`src/rtl/mmio_packet_pkg.sv`:
```
// Shared definitions for the MMIO packet bridge: register map, STATUS layout,
// packet-width helper and the byte-strobe merge used by every staging register.
// Latency/backpressure: n/a (definitions only).
package mmio_packet_pkg;

    // Register byte offsets inside the 256-byte window.
    localparam logic [7:0] OFF_TX_X       = 8'h00;
    localparam logic [7:0] OFF_TX_Y       = 8'h04;
    localparam logic [7:0] OFF_TX_PAYLOAD = 8'h08;
    localparam logic [7:0] OFF_TX_COMMIT  = 8'h40;
    localparam logic [7:0] OFF_STATUS     = 8'h44;
    localparam logic [7:0] OFF_RX_POP     = 8'h48;
    localparam logic [7:0] OFF_IRQ_EN     = 8'h4C;
    localparam logic [7:0] OFF_RX_X       = 8'h50;
    localparam logic [7:0] OFF_RX_Y       = 8'h54;
    localparam logic [7:0] OFF_RX_PAYLOAD = 8'h58;

    // STATUS bit positions.
    localparam int ST_TX_NOT_FULL  = 0;
    localparam int ST_RX_NOT_EMPTY = 1;
    localparam int ST_TX_OVF       = 2;
    localparam int ST_RX_IRQ       = 3;
    localparam int ST_TX_COUNT_LSB = 8;
    localparam int ST_RX_COUNT_LSB = 16;

    // Packet = {x, y, payload[0], payload[1], ...}; payload word 0 is most significant.
    function automatic int pkt_width(input int coord_bits, input int payload_words);
        return 2 * coord_bits + 32 * payload_words;
    endfunction

    function automatic logic [31:0] merge_bytes(input logic [31:0] old_val,
                                                input logic [31:0] new_val,
                                                input logic [3:0]  strb);
        logic [31:0] res;
        res = old_val;
        for (int b = 0; b < 4; b++) begin
            if (strb[b]) res[8*b +: 8] = new_val[8*b +: 8];
        end
        return res;
    endfunction

endpackage

```
`src/rtl/packet_fifo.sv`:
```
// Generic packet FIFO, power-of-2 depth; head is visible combinationally from registered state.
// Latency: a pushed entry reaches the head on the cycle after the push edge.
// Backpressure: push accepted when not full, or when full with a same-edge pop; pop on empty is ignored.
// Ports: clk/reset, push/push_dat, pop, head_dat, full, empty, count.
module packet_fifo #(
    parameter int WIDTH = 32,
    parameter int DEPTH = 4
) (
    input  logic                   clk,
    input  logic                   reset,
    input  logic                   push,
    input  logic [WIDTH-1:0]       push_dat,
    input  logic                   pop,
    output logic [WIDTH-1:0]       head_dat,
    output logic                   full,
    output logic                   empty,
    output logic [$clog2(DEPTH):0] count
);
    localparam int AW = $clog2(DEPTH);
    localparam logic [AW:0] FULL_COUNT = (AW+1)'(DEPTH);

    logic [WIDTH-1:0] mem [DEPTH];
    logic [AW-1:0]    wr_ptr;
    logic [AW-1:0]    rd_ptr;
    logic             do_push;
    logic             do_pop;

    assign empty    = (count == '0);
    assign full     = (count == FULL_COUNT);
    assign do_pop   = pop && !empty;
    // A full FIFO still takes a push when the head leaves on the same edge.
    assign do_push  = push && (!full || do_pop);
    assign head_dat = mem[rd_ptr];

    always_ff @(posedge clk) begin
        if (do_push) mem[wr_ptr] <= push_dat;
    end

    // Pointers wrap naturally since DEPTH is a power of two.
    always_ff @(posedge clk or posedge reset) begin
        if (reset) begin
            wr_ptr <= '0;
            rd_ptr <= '0;
            count  <= '0;
        end else begin
            if (do_push) wr_ptr <= wr_ptr + 1'b1;
            if (do_pop)  rd_ptr <= rd_ptr + 1'b1;
            if (do_push && !do_pop)      count <= count + 1'b1;
            else if (do_pop && !do_push) count <= count - 1'b1;
        end
    end

endmodule

```
`src/rtl/mmio_packet_bridge.sv`:
```
// Memory-mapped bridge between a CPU look-ahead bus and a packet network (TX and RX FIFOs).
// Latency: register reads 1 cycle; committed packet visible on pkt_out the cycle after commit.
// Backpressure: pkt_out held while !pkt_out_ready; pkt_in_ready drops only when RX is full with no pop.
// Ports: clk, reset, mem_la_* CPU access, bus_rdata/bus_hit read return,
//        pkt_out/_valid/_ready transmit, pkt_in/_valid/_ready receive, irq level interrupt.
module mmio_packet_bridge
    import mmio_packet_pkg::*;
#(
    parameter logic [31:0] BASE_ADDR     = 32'h1000_0100,
    parameter int          COORD_BITS    = 1,
    parameter int          PAYLOAD_WORDS = 2,
    parameter int          TX_DEPTH      = 4,
    parameter int          RX_DEPTH      = 4,
    parameter int          IRQ_THRESHOLD = 1,
    localparam int         P             = pkt_width(COORD_BITS, PAYLOAD_WORDS)
) (
    input  logic         clk,
    input  logic         reset,
    input  logic         mem_la_read,
    input  logic         mem_la_write,
    input  logic [31:0]  mem_la_addr,
    input  logic [31:0]  mem_la_wdata,
    input  logic [3:0]   mem_la_wstrb,
    output logic [31:0]  bus_rdata,
    output logic         bus_hit,
    output logic [P-1:0] pkt_out,
    output logic         pkt_out_valid,
    input  logic         pkt_out_ready,
    input  logic [P-1:0] pkt_in,
    input  logic         pkt_in_valid,
    output logic         pkt_in_ready,
    output logic         irq
);
    localparam int TCW = $clog2(TX_DEPTH) + 1;
    localparam int RCW = $clog2(RX_DEPTH) + 1;

    logic                  in_win;
    logic [7:0]            off;
    logic                  wr_en;
    logic                  tx_commit;
    logic                  rx_pop;
    logic                  ovf_clr;
    logic [COORD_BITS-1:0] tx_x;
    logic [COORD_BITS-1:0] tx_y;
    logic [31:0]           tx_pl [PAYLOAD_WORDS];
    logic [31:0]           x_merged;
    logic [31:0]           y_merged;
    logic                  irq_en;
    logic                  tx_ovf;
    logic [P-1:0]          tx_pkt;
    logic [P-1:0]          tx_head;
    logic [P-1:0]          rx_head;
    logic [P-1:0]          rx_view;
    logic                  tx_full, tx_empty, rx_full, rx_empty;
    logic [TCW-1:0]        tx_count;
    logic [RCW-1:0]        rx_count;
    logic [31:0]           status;
    logic [31:0]           rd_val;

    assign in_win    = (mem_la_addr[31:8] == BASE_ADDR[31:8]);
    assign off       = mem_la_addr[7:0];
    assign wr_en     = mem_la_write && in_win;
    assign tx_commit = wr_en && (off == OFF_TX_COMMIT) && (|mem_la_wstrb);
    assign rx_pop    = wr_en && (off == OFF_RX_POP);
    assign ovf_clr   = wr_en && (off == OFF_STATUS) && mem_la_wstrb[0] && mem_la_wdata[ST_TX_OVF];
    assign x_merged  = merge_bytes(32'(tx_x), mem_la_wdata, mem_la_wstrb);
    assign y_merged  = merge_bytes(32'(tx_y), mem_la_wdata, mem_la_wstrb);

    always_comb begin
        tx_pkt = '0;
        tx_pkt[P-1 -: COORD_BITS]            = tx_x;
        tx_pkt[P-1-COORD_BITS -: COORD_BITS] = tx_y;
        for (int k = 0; k < PAYLOAD_WORDS; k++) begin
            tx_pkt[32*(PAYLOAD_WORDS-k)-1 -: 32] = tx_pl[k];
        end
    end

    always_ff @(posedge clk or posedge reset) begin
        if (reset) begin
            tx_x   <= '0;
            tx_y   <= '0;
            irq_en <= 1'b0;
            tx_ovf <= 1'b0;
            for (int k = 0; k < PAYLOAD_WORDS; k++) tx_pl[k] <= '0;
        end else begin
            if (wr_en && off == OFF_TX_X) tx_x <= x_merged[COORD_BITS-1:0];
            if (wr_en && off == OFF_TX_Y) tx_y <= y_merged[COORD_BITS-1:0];
            for (int k = 0; k < PAYLOAD_WORDS; k++) begin
                if (wr_en && off == OFF_TX_PAYLOAD + 8'(4*k))
                    tx_pl[k] <= merge_bytes(tx_pl[k], mem_la_wdata, mem_la_wstrb);
            end
            if (wr_en && off == OFF_IRQ_EN && mem_la_wstrb[0]) irq_en <= mem_la_wdata[0];
            // Full FIFO drops the commit unless the head departs on this edge; set beats clear.
            if (tx_commit && tx_full && !pkt_out_ready) tx_ovf <= 1'b1;
            else if (ovf_clr)                           tx_ovf <= 1'b0;
        end
    end

    packet_fifo #(.WIDTH(P), .DEPTH(TX_DEPTH)) u_tx_fifo (
        .clk      (clk),
        .reset    (reset),
        .push     (tx_commit),
        .push_dat (tx_pkt),
        .pop      (pkt_out_ready),
        .head_dat (tx_head),
        .full     (tx_full),
        .empty    (tx_empty),
        .count    (tx_count)
    );

    assign pkt_out_valid = !tx_empty;
    assign pkt_out       = tx_empty ? '0 : tx_head;

    // A pop in the same cycle frees a slot, so a full RX can still accept.
    assign pkt_in_ready = !rx_full || rx_pop;

    packet_fifo #(.WIDTH(P), .DEPTH(RX_DEPTH)) u_rx_fifo (
        .clk      (clk),
        .reset    (reset),
        .push     (pkt_in_valid && pkt_in_ready),
        .push_dat (pkt_in),
        .pop      (rx_pop),
        .head_dat (rx_head),
        .full     (rx_full),
        .empty    (rx_empty),
        .count    (rx_count)
    );

    assign rx_view = rx_empty ? '0 : rx_head;

    always_comb begin
        status = '0;
        status[ST_TX_NOT_FULL]            = !tx_full;
        status[ST_RX_NOT_EMPTY]           = !rx_empty;
        status[ST_TX_OVF]                 = tx_ovf;
        status[ST_RX_IRQ]                 = irq;
        status[ST_TX_COUNT_LSB +: 8]      = 8'(tx_count);
        status[ST_RX_COUNT_LSB +: 8]      = 8'(rx_count);
    end

    always_comb begin
        rd_val = '0;
        case (off)
            OFF_TX_X:   rd_val = 32'(tx_x);
            OFF_TX_Y:   rd_val = 32'(tx_y);
            OFF_STATUS: rd_val = status;
            OFF_IRQ_EN: rd_val = {31'b0, irq_en};
            OFF_RX_X:   rd_val = 32'(rx_view[P-1 -: COORD_BITS]);
            OFF_RX_Y:   rd_val = 32'(rx_view[P-1-COORD_BITS -: COORD_BITS]);
            default:    rd_val = '0;
        endcase
        for (int k = 0; k < PAYLOAD_WORDS; k++) begin
            if (off == OFF_TX_PAYLOAD + 8'(4*k)) rd_val = tx_pl[k];
            if (off == OFF_RX_PAYLOAD + 8'(4*k)) rd_val = rx_view[32*(PAYLOAD_WORDS-k)-1 -: 32];
        end
    end

    always_ff @(posedge clk or posedge reset) begin
        if (reset) begin
            bus_rdata <= '0;
            bus_hit   <= 1'b0;
            irq       <= 1'b0;
        end else begin
            bus_hit   <= (mem_la_read || mem_la_write) && in_win;
            bus_rdata <= (mem_la_read && in_win) ? rd_val : '0;
            irq       <= irq_en && (int'(rx_count) >= IRQ_THRESHOLD);
        end
    end

endmodule

```
`config.mk`:
```
export PLATFORM = sky130hd
export DESIGN_NAME = mmio_packet_bridge
export DESIGN_NICKNAME = d
export VERILOG_FILES = /design/src/rtl/mmio_packet_pkg.sv /design/src/rtl/packet_fifo.sv /design/src/rtl/mmio_packet_bridge.sv
export SDC_FILE = /design/constraint.sdc
export NUM_CORES = 1
export LEC_CHECK = 0
export BUFFER_PORTS_ARGS = -buffer_cell sky130_fd_sc_hd__buf_2
export CAP_MARGIN = 20
export CORE_ASPECT_RATIO = 0.6
export CORE_UTILIZATION = 53
export DETAILED_ROUTE_END_ITERATION = 10
export PLACE_DENSITY_LB_ADDON = 0.25
export SLEW_MARGIN = 40
export SYNTH_ARGS = -nofsm -noshare
export SYNTH_HDL_FRONTEND = slang
export SYNTH_SLANG_ARGS = --single-unit
```
`constraint.sdc`:
```
create_clock -name clk -period 4.1 [get_ports clk]
set_input_delay 0.615 -clock clk [delete_from_list [all_inputs] [get_ports clk]]
set_output_delay 0.615 -clock clk [all_outputs]
set_load 0.02 [all_outputs]
```
==> summary.md <==
| Metric | Value |
|---|---|
| Mapped Area | between 20000 and 30000 sq um |
| Vias in the first global route | about 13k |
| # clock sinks | approximately 640 |
| Num CTS Buffers | 56 |
| FF-to-FF setup slack | about 1.6 ns |
| DRC | 0 |
| Largest net degree at the start of global routing | between 60 and 70 |
| Leak Pwr | 11.1 nW |
| DRT antenna net count | 0 |
| Multi-input logic area | 6010 sq um |
| Util after Layout | between 60% and 70% |
| Critical Path RT | ~3.5 ns |
| Fillcell total | 3325 |
| Maximum capacitance violations | 0 |
| Cell Rows | 61 |
| Worst setup path class | reg2out |
| Post-CTS sizing | 0 |
| Placer Congestion | around 0.82 |
| Crit path cell chain | buf_4 > mux4_2 > and2_1 > buf_2 |
| Post-synth EDFFs | roughly 530 |
| Routed WL | about 56 mm |
| Worst slew margin | around 44% |
| WL per Instance | approximately 25 um |
| CP max-delay cell | dfrtp_4 |
| Net count after synthesis | between 1k and 1.5k |
| Tmin final | 3.38 ns |
| Finished Layout Cells | between 2k and 2.5k |
| Cells after Synth | approximately 1.2k |
| Nets@finish | 1674 |
| Peak supply drop | around 0.00033 V |
| Total grt overflow | 0 |
| Min-delay worst type | in2async |
| Die height | approximately 170 um |
| CP Capture Type | output pin |
| Async set or reset register ratio after synthesis | a little under a fifth |
| Post-CTS Setup Bufs | 0 |
| # port buffers | 241 |
| CP max FO | 30 |
| YS warnings | 0 |
| IO Pins | 242 |
| Cell Area, Placed | 27200 sq um |
| Setup crit start kind | flop |
| Area Growth Syn to Fin | 15.3% |
| Worst r2r src | u_tx_fifo.count[1] |
| First-pass GRT wire length | just over 80 mm |
| Layout cells sized above 1 | approximately two fifths |
| Starting Density | 54.0% |
| CP bufs+invs | 2 |
| Gr usage total | between 20% and 30% |
| H-tree levels | 2 |
| Fin Setup TNS | 0 ns |
| Reg2Reg Capture Point | u_tx_fifo.count[1] |
| Status | completed |
| PD cells | between 400 and 500 nW/um^2 |
| Cell variety after synth | 63 |
| Iter 0 DRT Violations | between 1k and 1.5k |
| Worst EP arrival | roughly 2.8 ns |
| Slew Limit Fails | 0 |
| Seq/Total Area, Yosys | between 70% and 80% |
| Fmax | 296 MHz |
| Hold Fails Final Rpt | 0 |
| Top delay family on crit path | flip-flops |
| CTS tree | done |
| Post-DP HPWL | ~37 mm |
| Avg Cell Area, Syn | slightly above 20 sq um |
| Core area | about 46000 sq um |
| Die Area | roughly 48000 sq um |
| Synthesized flop and latch total | 644 |
| Final instance area | 28900 sq um |
| Clk slew on worst S/H paths | 0.07 ns |
| Initial antenna violation count | 2 |
| Final period util | slightly above 80% |
| Vias/cell | 5.84 |
| Leading cell type in the layout, fill and taps excluded | edfxtp_1 |
| Reg area | about 19000 sq um |
| Worst r2r path cells | 8 |
| Commonest non-fill, non-tap cells in the layout | 528 x edfxtp_1, 241 x buf_2, 130 x mux4_2 |
| Worst slew pin tran | 0.834 ns |
| Final Setup Violations | 0 |
| Drt pass-1 iters | 5 |
| Via Count | around 13k |
| Ys flop type | edfxtp_1 |
| Die X | ~280 um |
| Largest stage delay, worst path | 0.87 ns |
| CTS Root Buffer Type | clkbuf_16 |
| Number of hold buffers added after CTS | 0 |
| RSZ-0062 raised after global routing | no |
| Placed insts | 2091 |
| Clock skew | ~0.012 ns |
| Clk buf depth | 3 |
| Clk_lat worst skew | 0.58 ns |
[worst register-to-register path, cell delays in order, from the launching register on]
cell and delay [ns]:
dfrtp_1 0.44, or3b_2 0.53, nor2_1 0.14, nor2_1 0.06, and4_1 0.28, ha_1 0.24, inv_1 0.07, fa_1 0.40
mux2_2 0.26
[power by group]
group	switching (W)	internal, W
sequential	0.000138	0.00765
combinational	0.000611	0.000297
clock	0.00222	0.00276
[logic make-up (layout without fill, tap and decap cells)]
group | after synthesis | after routing | synth area share [%]
buffers and inverters | 78 | 408 | 1.49
adders and majority gates | 15 | 15 | 0.778
other | 0 | 1 | 0
and+or+nand+nor | 175 | 175 | 4.58
muxes | 207 | 207 | 15.2
xor gates and xnor gates | 12 | 12 | 0.419
AOI/OAI and AO/OA | 102 | 102 | 2.79
DFF | 644 | 644 | 74.7
[worst max path at each step]
stage                                   start                    to  slack (ns)  cells past startpoint
after floorplan                mem_la_addr[2]   u_rx_fifo.mem[0][0]       -0.92                      6
after global placement         mem_la_addr[2]  u_rx_fifo.mem[0][51]        0.86                      6
after detailed placement       mem_la_addr[2]  u_rx_fifo.mem[0][54]        0.83                      6
after CTS                 u_tx_fifo.rd_ptr[0]           pkt_out[24]        0.63                      4
after global routing      u_tx_fifo.rd_ptr[0]           pkt_out[17]        0.56                      4
final                     u_tx_fifo.rd_ptr[0]           pkt_out[21]        0.72                      4
[flip-flops by register name (all words and copies together), names as in the netlist, 2 cells and up]
name	cells
u_rx_fifo.mem	264
u_tx_fifo.mem	264
u_rx_fifo.rd_ptr	2
u_tx_fifo.wr_ptr	2
u_tx_fifo.count	3
u_rx_fifo.count	3
u_rx_fifo.wr_ptr	2
tx_pkt	64
bus_rdata	32
u_tx_fifo.rd_ptr	2
[through the flow]
stage / hold WS (ns) / power (W) / setup slack (ns)
finish: 0.120 / 0.0137 / 0.718
global placement: 0.478 / 0.00880 / 0.863
detailed placement: 0.486 / 0.00884 / 0.831
floorplan: 0.456 / 0.00843 / -0.919
global route: 0.154 / 0.0142 / 0.559
CTS: 0.134 / 0.0138 / 0.635
[layout make-up]
class,count,share of cell area (%)
diodes,1,0.00865
clock buffers,87,5.46
clock inverters,15,0.406
inverters,18,0.251
multi-input cells,511,20.8
flip-flops and latches,644,64.8
well taps,630,2.72
repair buffers,288,5.56
[layer usage]
metal  vias to the layer above  GRT usage (%)  share of wire, %
li1                       5569              -                 -
met1                      6765           32.8                43
met2                       383           38.4                50
met3                        81           4.55               5.3
met4                         4           5.95               2.2
met5                         -          0.700              0.10
[cells in the mapped netlist, drive strengths merged (2+ instances only)]
cell type | n | area share, %
edfxtp | 528 | 63
mux4 | 130 | 12
dfrtp | 116 | 12
and2 | 72 | 1.8
mux2 | 71 | 3.3
a22oi | 37 | 1.1
buf | 36 | 0.82
a21oi | 31 | 0.62
nand2 | 27 | 0.40
clkbuf | 24 | 0.40
nor2 | 20 | 0.41
inv | 18 | 0.27
ha | 14 | 0.70
nand3 | 12 | 0.51
nor3 | 10 | 0.33
a222oi | 9 | 0.36
nor4 | 8 | 0.26
xnor2 | 8 | 0.28
a31oi | 7 | 0.17
mux2i | 6 | 0.24
o21ai | 6 | 0.13
nand4 | 5 | 0.18
xor2 | 4 | 0.14
and3 | 3 | 0.080
nor4b | 3 | 0.13
a2111oi | 2 | 0.070
a211oi | 2 | 0.060
and4 | 2 | 0.080
nand2b | 2 | 0.050
nor2b | 2 | 0.050
o22ai | 2 | 0.050
or3 | 2 | 0.050
Note: power is estimated with default switching activity, not from simulation.
